File: src/rtl/lpc_client_arbiter.sv
// rtl/lpc_client_arbiter.sv - LPC provider-side address decoder, client request router and IRQ merger
module lpc_client_arbiter #(
  parameter logic [15:0] BASE0   = 16'h0000,
  parameter logic [15:0] BASE1   = 16'h0000,
  parameter logic [15:0] BASE2   = 16'h0000,
  parameter logic [15:0] BASE3   = 16'h0000,
  parameter logic [15:0] MASK0   = 16'h0000,
  parameter logic [15:0] MASK1   = 16'h0000,
  parameter logic [15:0] MASK2   = 16'h0000,
  parameter logic [15:0] MASK3   = 16'h0000,
  parameter logic [7:0]  TIMEOUT = 8'd64
) (
  input  logic        clk_i,
  input  logic        nrst_i,
  input  logic [15:0] lpc_addr_i,
  input  logic [7:0]  lpc_wdata_i,
  input  logic        lpc_data_wr_i,
  input  logic        lpc_data_req_i,
  output logic [7:0]  lpc_rdata_o,
  output logic        lpc_data_rd_o,
  output logic        lpc_wr_done_o,
  output logic [3:0]  irq_num_o,
  output logic        interrupt_o,
  output logic [15:0] cl_addr_o,
  output logic [7:0]  cl_wdata_o,
  output logic [3:0]  cl_rd_req_o,
  output logic [3:0]  cl_wr_req_o,
  input  logic [31:0] cl_rdata_i,
  input  logic [3:0]  cl_ack_i,
  input  logic [3:0]  cl_irq_i,
  input  logic [15:0] cl_irq_vec_i,
  output logic        timeout_o
);

  typedef enum logic [2:0] {S_IDLE, S_RD_WAIT, S_RD_DONE, S_WR_WAIT, S_WR_DONE} state_t;

  localparam logic [3:0][15:0] C_BASE = {BASE3, BASE2, BASE1, BASE0};
  localparam logic [3:0][15:0] C_MASK = {MASK3, MASK2, MASK1, MASK0};

  state_t      r_state;
  state_t      w_state_nxt;
  logic        r_req_d;
  logic        r_wr_d;
  logic [7:0]  r_timer;
  logic [1:0]  r_sel;
  logic [1:0]  r_owner;
  logic        w_hit;
  logic [1:0]  w_hit_idx;
  logic [1:0]  w_irq_low;
  logic        w_rd_edge;
  logic        w_wr_edge;
  logic        w_ack;
  logic        w_tmo;
  logic [7:0]  w_timer_inc;

  assign w_rd_edge   = lpc_data_req_i & ~r_req_d;
  assign w_wr_edge   = lpc_data_wr_i & ~r_wr_d;
  assign w_ack       = cl_ack_i[r_sel];
  assign w_timer_inc = r_timer + 8'd1;
  // The timer counts completed WAIT cycles, so expiry fires on the TIMEOUT-th one
  assign w_tmo       = (TIMEOUT != 8'd0) && (w_timer_inc == TIMEOUT);

  // Window decode: iterate downward so the lowest matching window wins
  always_comb begin
    w_hit     = 1'b0;
    w_hit_idx = 2'd0;
    for (int k = 3; k >= 0; k--) begin
      if ((C_MASK[k] != 16'h0000) && ((lpc_addr_i & C_MASK[k]) == (C_BASE[k] & C_MASK[k]))) begin
        w_hit     = 1'b1;
        w_hit_idx = 2'(k);
      end
    end
  end

  // Lowest-numbered pending interrupt source
  always_comb begin
    w_irq_low = 2'd0;
    for (int k = 3; k >= 0; k--) begin
      if (cl_irq_i[k]) w_irq_low = 2'(k);
    end
  end

  // State register and request/write edge detectors
  always_ff @(posedge clk_i or negedge nrst_i) begin
    if (!nrst_i) begin
      r_state <= S_IDLE;
      r_req_d <= 1'b0;
      r_wr_d  <= 1'b0;
    end else begin
      r_state <= w_state_nxt;
      r_req_d <= lpc_data_req_i;
      r_wr_d  <= lpc_data_wr_i;
    end
  end

  // Next-state logic; a read edge takes precedence over a simultaneous write edge
  always_comb begin
    w_state_nxt = r_state;
    case (r_state)
      S_IDLE: begin
        if (w_rd_edge)      w_state_nxt = w_hit ? S_RD_WAIT : S_RD_DONE;
        else if (w_wr_edge) w_state_nxt = w_hit ? S_WR_WAIT : S_WR_DONE;
      end
      S_RD_WAIT: begin
        if (w_ack || w_tmo)      w_state_nxt = S_RD_DONE;
        else if (!lpc_data_req_i) w_state_nxt = S_IDLE;
      end
      S_RD_DONE: if (!lpc_data_req_i) w_state_nxt = S_IDLE;
      S_WR_WAIT: begin
        if (w_ack || w_tmo)     w_state_nxt = S_WR_DONE;
        else if (!lpc_data_wr_i) w_state_nxt = S_IDLE;
      end
      S_WR_DONE: if (!lpc_data_wr_i) w_state_nxt = S_IDLE;
      default:   w_state_nxt = S_IDLE;
    endcase
  end

  // Registered outputs toward peripheral and clients, plus the WAIT timer
  always_ff @(posedge clk_i or negedge nrst_i) begin
    if (!nrst_i) begin
      lpc_rdata_o   <= 8'h00;
      lpc_data_rd_o <= 1'b0;
      lpc_wr_done_o <= 1'b0;
      cl_addr_o     <= 16'h0000;
      cl_wdata_o    <= 8'h00;
      cl_rd_req_o   <= 4'h0;
      cl_wr_req_o   <= 4'h0;
      timeout_o     <= 1'b0;
      r_timer       <= 8'd0;
      r_sel         <= 2'd0;
    end else begin
      timeout_o <= 1'b0;
      case (r_state)
        S_IDLE: begin
          if (w_rd_edge) begin
            cl_addr_o <= lpc_addr_i;
            if (w_hit) begin
              cl_rd_req_o <= 4'b0001 << w_hit_idx;
              r_sel       <= w_hit_idx;
              r_timer     <= 8'd0;
            end else begin
              lpc_rdata_o   <= 8'hFF;
              lpc_data_rd_o <= 1'b1;
            end
          end else if (w_wr_edge) begin
            cl_addr_o  <= lpc_addr_i;
            cl_wdata_o <= lpc_wdata_i;
            if (w_hit) begin
              cl_wr_req_o <= 4'b0001 << w_hit_idx;
              r_sel       <= w_hit_idx;
              r_timer     <= 8'd0;
            end else begin
              lpc_wr_done_o <= 1'b1;
            end
          end
        end
        S_RD_WAIT: begin
          if (w_ack) begin
            lpc_rdata_o   <= cl_rdata_i[{r_sel, 3'b000} +: 8];
            lpc_data_rd_o <= 1'b1;
            cl_rd_req_o   <= 4'h0;
          end else if (w_tmo) begin
            lpc_rdata_o   <= 8'hFF;
            lpc_data_rd_o <= 1'b1;
            cl_rd_req_o   <= 4'h0;
            timeout_o     <= 1'b1;
          end else if (!lpc_data_req_i) begin
            cl_rd_req_o <= 4'h0;
          end else begin
            r_timer <= w_timer_inc;
          end
        end
        S_RD_DONE: if (!lpc_data_req_i) lpc_data_rd_o <= 1'b0;
        S_WR_WAIT: begin
          if (w_ack || w_tmo) begin
            lpc_wr_done_o <= 1'b1;
            cl_wr_req_o   <= 4'h0;
            timeout_o     <= ~w_ack;
          end else if (!lpc_data_wr_i) begin
            cl_wr_req_o <= 4'h0;
          end else begin
            r_timer <= w_timer_inc;
          end
        end
        S_WR_DONE: if (!lpc_data_wr_i) lpc_wr_done_o <= 1'b0;
        default: ;
      endcase
    end
  end

  // Interrupt merge: current owner keeps the slot while pending, otherwise lowest pending takes over
  always_ff @(posedge clk_i or negedge nrst_i) begin
    if (!nrst_i) begin
      interrupt_o <= 1'b0;
      irq_num_o   <= 4'h0;
      r_owner     <= 2'd0;
    end else begin
      interrupt_o <= |cl_irq_i;
      if (cl_irq_i[r_owner]) begin
        irq_num_o <= cl_irq_vec_i[{r_owner, 2'b00} +: 4];
      end else if (|cl_irq_i) begin
        r_owner   <= w_irq_low;
        irq_num_o <= cl_irq_vec_i[{w_irq_low, 2'b00} +: 4];
      end
    end
  end

endmodule
File: config.mk
export PLATFORM = sky130hd
export DESIGN_NAME = lpc_client_arbiter
export DESIGN_NICKNAME = d
export VERILOG_FILES = /design/src/rtl/lpc_client_arbiter.sv
export SDC_FILE = /design/constraint.sdc
export NUM_CORES = 1
export LEC_CHECK = 0
export ABC_AREA = 1
export BUFFER_PORTS_ARGS = -buffer_cell sky130_fd_sc_hd__buf_2
export CORE_MARGIN = 1.5
export CORE_UTILIZATION = 35
export DETAILED_ROUTE_END_ITERATION = 7
export PLACE_DENSITY = 0.65
export SLEW_MARGIN = 20
export SYNTH_ARGS = -nofsm -noshare
export SYNTH_HDL_FRONTEND = slang
export SYNTH_SLANG_ARGS = --single-unit
File: constraint.sdc
create_clock -name clk_i -period 3.7 [get_ports clk_i]
set_input_delay 0.74 -clock clk_i [delete_from_list [all_inputs] [get_ports clk_i]]
set_output_delay 0.74 -clock clk_i [all_outputs]
set_load 0.005 [all_outputs]
# After elaboration in Yosys (flattened, before gate mapping)
# Cells that the tools add are included.
[totals]
reg_bits = 63
input_bits = 84
out_inout_bits = 48
word_cells = 110
[classes]
add_sub_neg = 1
magnitude_cmp = 1
eq_ne = 20
shift = 2
muxes = 46
n_bitwise = 7
n_reduce_logical = 18
[op_table]
columns = ["cell", "n"]
rows = [
  ["$mux 8", 8],
  ["$mux 16", 2],
  ["$pmux 8 s2", 2],
  ["$shiftx 16x5->4", 2],
  ["$mux 4", 7],
  ["$ne 2x2->1 const B", 11],
  ["$mux 3", 6],
  ["$pmux 3 s5", 1],
  ["$mux 1", 12],
  ["$add 8x1->8 const B", 1],
  ["$eq 8x7->1 const B", 1],
  ["$mux 2", 4],
  ["$reduce_and 2->1", 4],
  ["$reduce_bool 2->1", 4],
  ["$eq 3x2->1 const B", 2],
  ["$ne 3x3->1 const B", 2],
  ["$pmux 1 s3", 2],
  ["$reduce_and 3->1", 2],
  ["$reduce_and 6->1", 1],
  ["$reduce_bool 3->1", 2],
  ["$not 1->1", 5],
  ["$reduce_and 5->1", 1],
  ["$reduce_and 4->1", 1],
  ["$reduce_or 4->1", 1],
  ["10 further kinds", 11],
]

# Longest topological paths before layout
[depth]
ltp_word = 7
depth_mapped = 12
depth_no_buf = 12

# Worst setup path after synthesis
# Ideal clock, no wire load.
[synth_path]
kind = "input to register"
start = "input port lpc_data_wr_i"
end = "register cl_addr_o[10]"
arrival_ps = 1647
t_required_ps = 3575
slack_ps = 1929
path_stages = 7
cell_sequence = "inv_1 > nor2_1 > inv_1 > nand2_1 > nand2_2 > buf_2 > mux2_2"
[synth_between]
elab_chain_cells = 3
[synth_lines]
columns = ["item", "line_no", "source"]
rows = [
  ["start, declared", "17", "input logic lpc_data_wr_i,"],
  ["$and 1x1->1", "57", "assign w_wr_edge = lpc_data_wr_i & ~r_wr_d;"],
  ["$reduce_bool 2->1 (no source line)", "n/a", ""],
  ["$reduce_and 2->1 (no source line)", "n/a", ""],
  ["end signal, assigned", "136", "cl_addr_o <= lpc_addr_i;"],
  ["end signal, assigned", "146", "cl_addr_o <= lpc_addr_i;"],
  ["end, declared", "24", "output logic [15:0] cl_addr_o,"],
]
# Every way passes these cells.
# A chain may end at the register's enable or synchronous reset.

# Final worst setup path
[layout_path]
start = "input port cl_irq_i[2]"
end = "register irq_num_o[3]"
[layout_between]
elab_chain_cells = 6
word_cells_on_any_way = 10
[layout_lines]
columns = ["item", "line_no", "source"]
rows = [
  ["start, declared", "30", "input logic [3:0] cl_irq_i,"],
  ["$mux 2 (3 in series)", "79", "if (cl_irq_i[k]) w_irq_low = 2'(k);"],
  ["$shiftx 16x5->4", "203", "irq_num_o <= cl_irq_vec_i[{w_irq_low, 2'b00} +: 4];"],
  ["$mux 4", "201", "end else if (|cl_irq_i) begin"],
  ["$mux 4", "199", "if (cl_irq_i[r_owner]) begin"],
  ["end signal, assigned", "200", "irq_num_o <= cl_irq_vec_i[{r_owner, 2'b00} +: 4];"],
  ["end signal, assigned", "203", ""],
  ["end, declared", "22", "output logic [3:0] irq_num_o,"],
]
# Parallel ways exist; a longest one is shown, timed or not. The select of a mux whose other input is x is not followed.

==> impl_metrics.py <==
metrics = {
    "cts": {
        "clk_pin_slew_worst_paths_ns": 0.11,
        "post_cts_resized": 0,
        "h-tree-depth": 2,
        "hold_buffers": 0,
        "cts_sinks": 55,
        "cts_tree": "done",
        "cts_buffer_depth": 2,
        "post-cts-setup-buffers": 0,
        "cts_root_buffer": "clkbuf_8",
        "clock_latency_ns": 0.31,
        "cts_buffers": 5,
    },
    "route": {
        "wl_per_cell_um": 10.9,
        "first_iter_violations": 90,
        "vias_per_cell": 4.48,
        "route.detailed.drc": 0,
        "first_pass_iters": 6,
        "vias": 2208,
        "finalWirelength_um": 5380,
        "antenna_left": 0,
    },
    "critical_path": {
        "critPathCaptureType": "flop",
        "start_kind": "input pin",
        "crit_fanout": 9,
        "critPathRequiredTime_ns": 3.89,
        "crit_type": "in2reg",
        "arrival_ns": 1.98,
    },
    "placement": {
        "postPlaceCellArea_um2": 3240,
        "gp_congestion": 0.895,
        "port_buffers": 96,
        "hpwlAfterDp_um": 4250,
    },
    "sta": {
        "finalSetupTns_ns": 0,
        "rsz0062_at_grt": "false",
        "setup_viol": 0,
        "whs_ns": 0.471,
        "slew_headroom_pct": 52.2,
        "finalMaxSlewViolations": 0,
        "finalHoldViolations": 0,
        "tightest_slew_ns": 0.717,
        "fmax_mhz": 559,
        "min_period_over_period_pct": 48.3,
        "fin_crit_ns": 1.79,
        "skew_ns": 0.0138,
    },
    "yosys": {
        "synth_cells": 291,
        "synthDistinctLibCells": 28,
        "synth-edff-count": 0,
        "synthArstFlopShare_pct": 100,
        "ys.flop_type": "dfrtp_1",
        "synth_top_cell_area_share_pct": 51.6,
        "ys_seq_area_share_pct": 51.6,
        "netlist_top_cells_area": "dfrtp_1 (52%), mux2_2 (10%), nand2_1 (8.0%)",
        "ys.warnings.count": 0,
        "ys_ff_latch": 55,
        "synth_top_area_cell": "dfrtp_1",
        "syn_area_um2": 2670,
        "synth.avg_cell_area_um2": 9.17,
    },
    "grt": {
        "grt-ovfl-total": 0,
        "grt_pass1_vias": 2153,
        "grt_max_degree": 35,
        "grt_usage_pct": 13.9,
        "grt_first_pass_wirelength_um": 9370,
        "antenna_found_initial": 0,
    },
    "finish": {
        "drive_gt1_share_pct": 36.0,
        "insertedDiodeCount": 0,
        "area_growth_pct": 24.9,
        "final_util_pct": 45.5,
        "nNetsFinal": 478,
        "fin_area_um2": 3330,
    },
    "die": {
        "start_util_pct": 36.4,
        "die_area_um2": 8150,
        "num_rows": 31,
        "die_h_um": 90.3,
        "core_area_um2": 7330,
        "dieWidth_um": 90.3,
        "io-pin-count": 132,
    },
    "power": {
        "p_leak_uw": 0.00176,
        "power.density_nw_per_um2": 576,
        "irDropWorstVdd_uv": 199,
    },
    "status": {
        "outcome": "complete, no violations",
    },
    "flow_run": {
        "maxCapViolations": 0,
    },
    "hold_path": {
        "hp-class": "in2async",
    },
}
## synthesized netlist by cell type, types with 5 or more instances
master / count
nand2_1: 57
a21oi_1: 9
nand2_2: 5
inv_1: 43
nand3_1: 23
dfrtp_1: 55
nor2_1: 23
o21ai_0: 9
mux2_2: 24
nand3b_1: 8
buf_4: 8
## layout by cell type (no fill, tap or decap), types with 5 or more instances in the layout
| cell type | instances |
|---|---|
| a21oi_1 | 9 |
| buf_2 | 96 |
| clkbuf_8 | 5 |
| conb_1 | 8 |
| dfrtp_1 | 55 |
| inv_1 | 43 |
| mux2_2 | 24 |
| nand2_1 | 57 |
| nand2_2 | 5 |
| nand3_1 | 23 |
| nand3b_1 | 8 |
| nor2_1 | 23 |
| o21ai_0 | 9 |
## registers in the layout, summed over array words and instances, names as in the netlist
signal / count
interrupt_o: 1
lpc_wr_done_o: 1
r_timer: 8
r_owner: 2
r_req_d: 1
lpc_rdata_o: 8
irq_num_o: 4
cl_addr_o: 16
r_wr_d: 1
lpc_data_rd_o: 1
r_state: 3
timeout_o: 1
cl_wdata_o: 8
## critical path, stage by stage
cell      delay (ns)
buf_2           0.11
o211ai_1        0.21
nand2_1         0.13
inv_1           0.10
nand2_2         0.13
nand2_1         0.23
nand2_1         0.08
nand3_1         0.08
nand2_1         0.07
nand2_1         0.05
nand2_1         0.05
## worst paths after layout
path	startpoint	endpoint	slack, ns	depth (start not counted)
max reg2reg	r_timer[0]	lpc_wr_done_o	1.98	10
max	cl_irq_i[2]	irq_num_o[3]	1.91	11
min in group clk_i	lpc_data_rd_o	lpc_data_rd_o	0.48	2
max in group asynchronous	nrst_i	r_wr_d	2.45	2
min	nrst_i	cl_addr_o[10]	0.47	1
min reg2reg	lpc_data_rd_o	lpc_data_rd_o	0.48	2
## cell families after synthesis
logic type	Yosys count	share of synthesized area [%]
AND/OR/NAND/NOR	127	22.5
adder cells (fa/ha/maj)	1	0.469
other	1	0.141
multiplexers	24	10.1
flip-flops	55	51.6
XOR/XNOR	3	0.985
AO/OA/AOI/OAI	27	5.49
buffers and inverters	53	8.72
## report_power, final
group | leakage (uW) | internal, uW | switching, uW
clock | 0.0000485 | 136 | 193
combinational | 0.00108 | 348 | 364
sequential | 0.000637 | 786 | 91.8
total | 0.00176 | 1270 | 648
## routing by layer
metal	part of all wire, %	track usage (%)	up-vias
li1	-	-	1126
met1	45	17.6	1024
met2	50	23.9	56
met3	4.6	3.20	2
met4	0.67	3.84	0
met5	0	0	-
## cell type report
class | instances | area (um2)
multi-input cells | 190 | 1080
well taps | 99 | 124
clock inverters | 3 | 22.5
clock buffers | 5 | 68.8
repair buffers | 97 | 488
fillers | 713 | 4000
inverters | 44 | 168
flip-flops and latches | 55 | 1380
## per-stage QoR
step / instances / worst slack, ns / power [uW]
floorplan: 298 / 1.93 / 1320
global placement: 485 / 1.66 / 1580
detailed placement: 485 / 1.63 / 1610
CTS: 493 / 1.95 / 1950
global route: 493 / 1.72 / 2070
finish: 493 / 1.91 / 1920
Power figures use the tool's default switching activity.
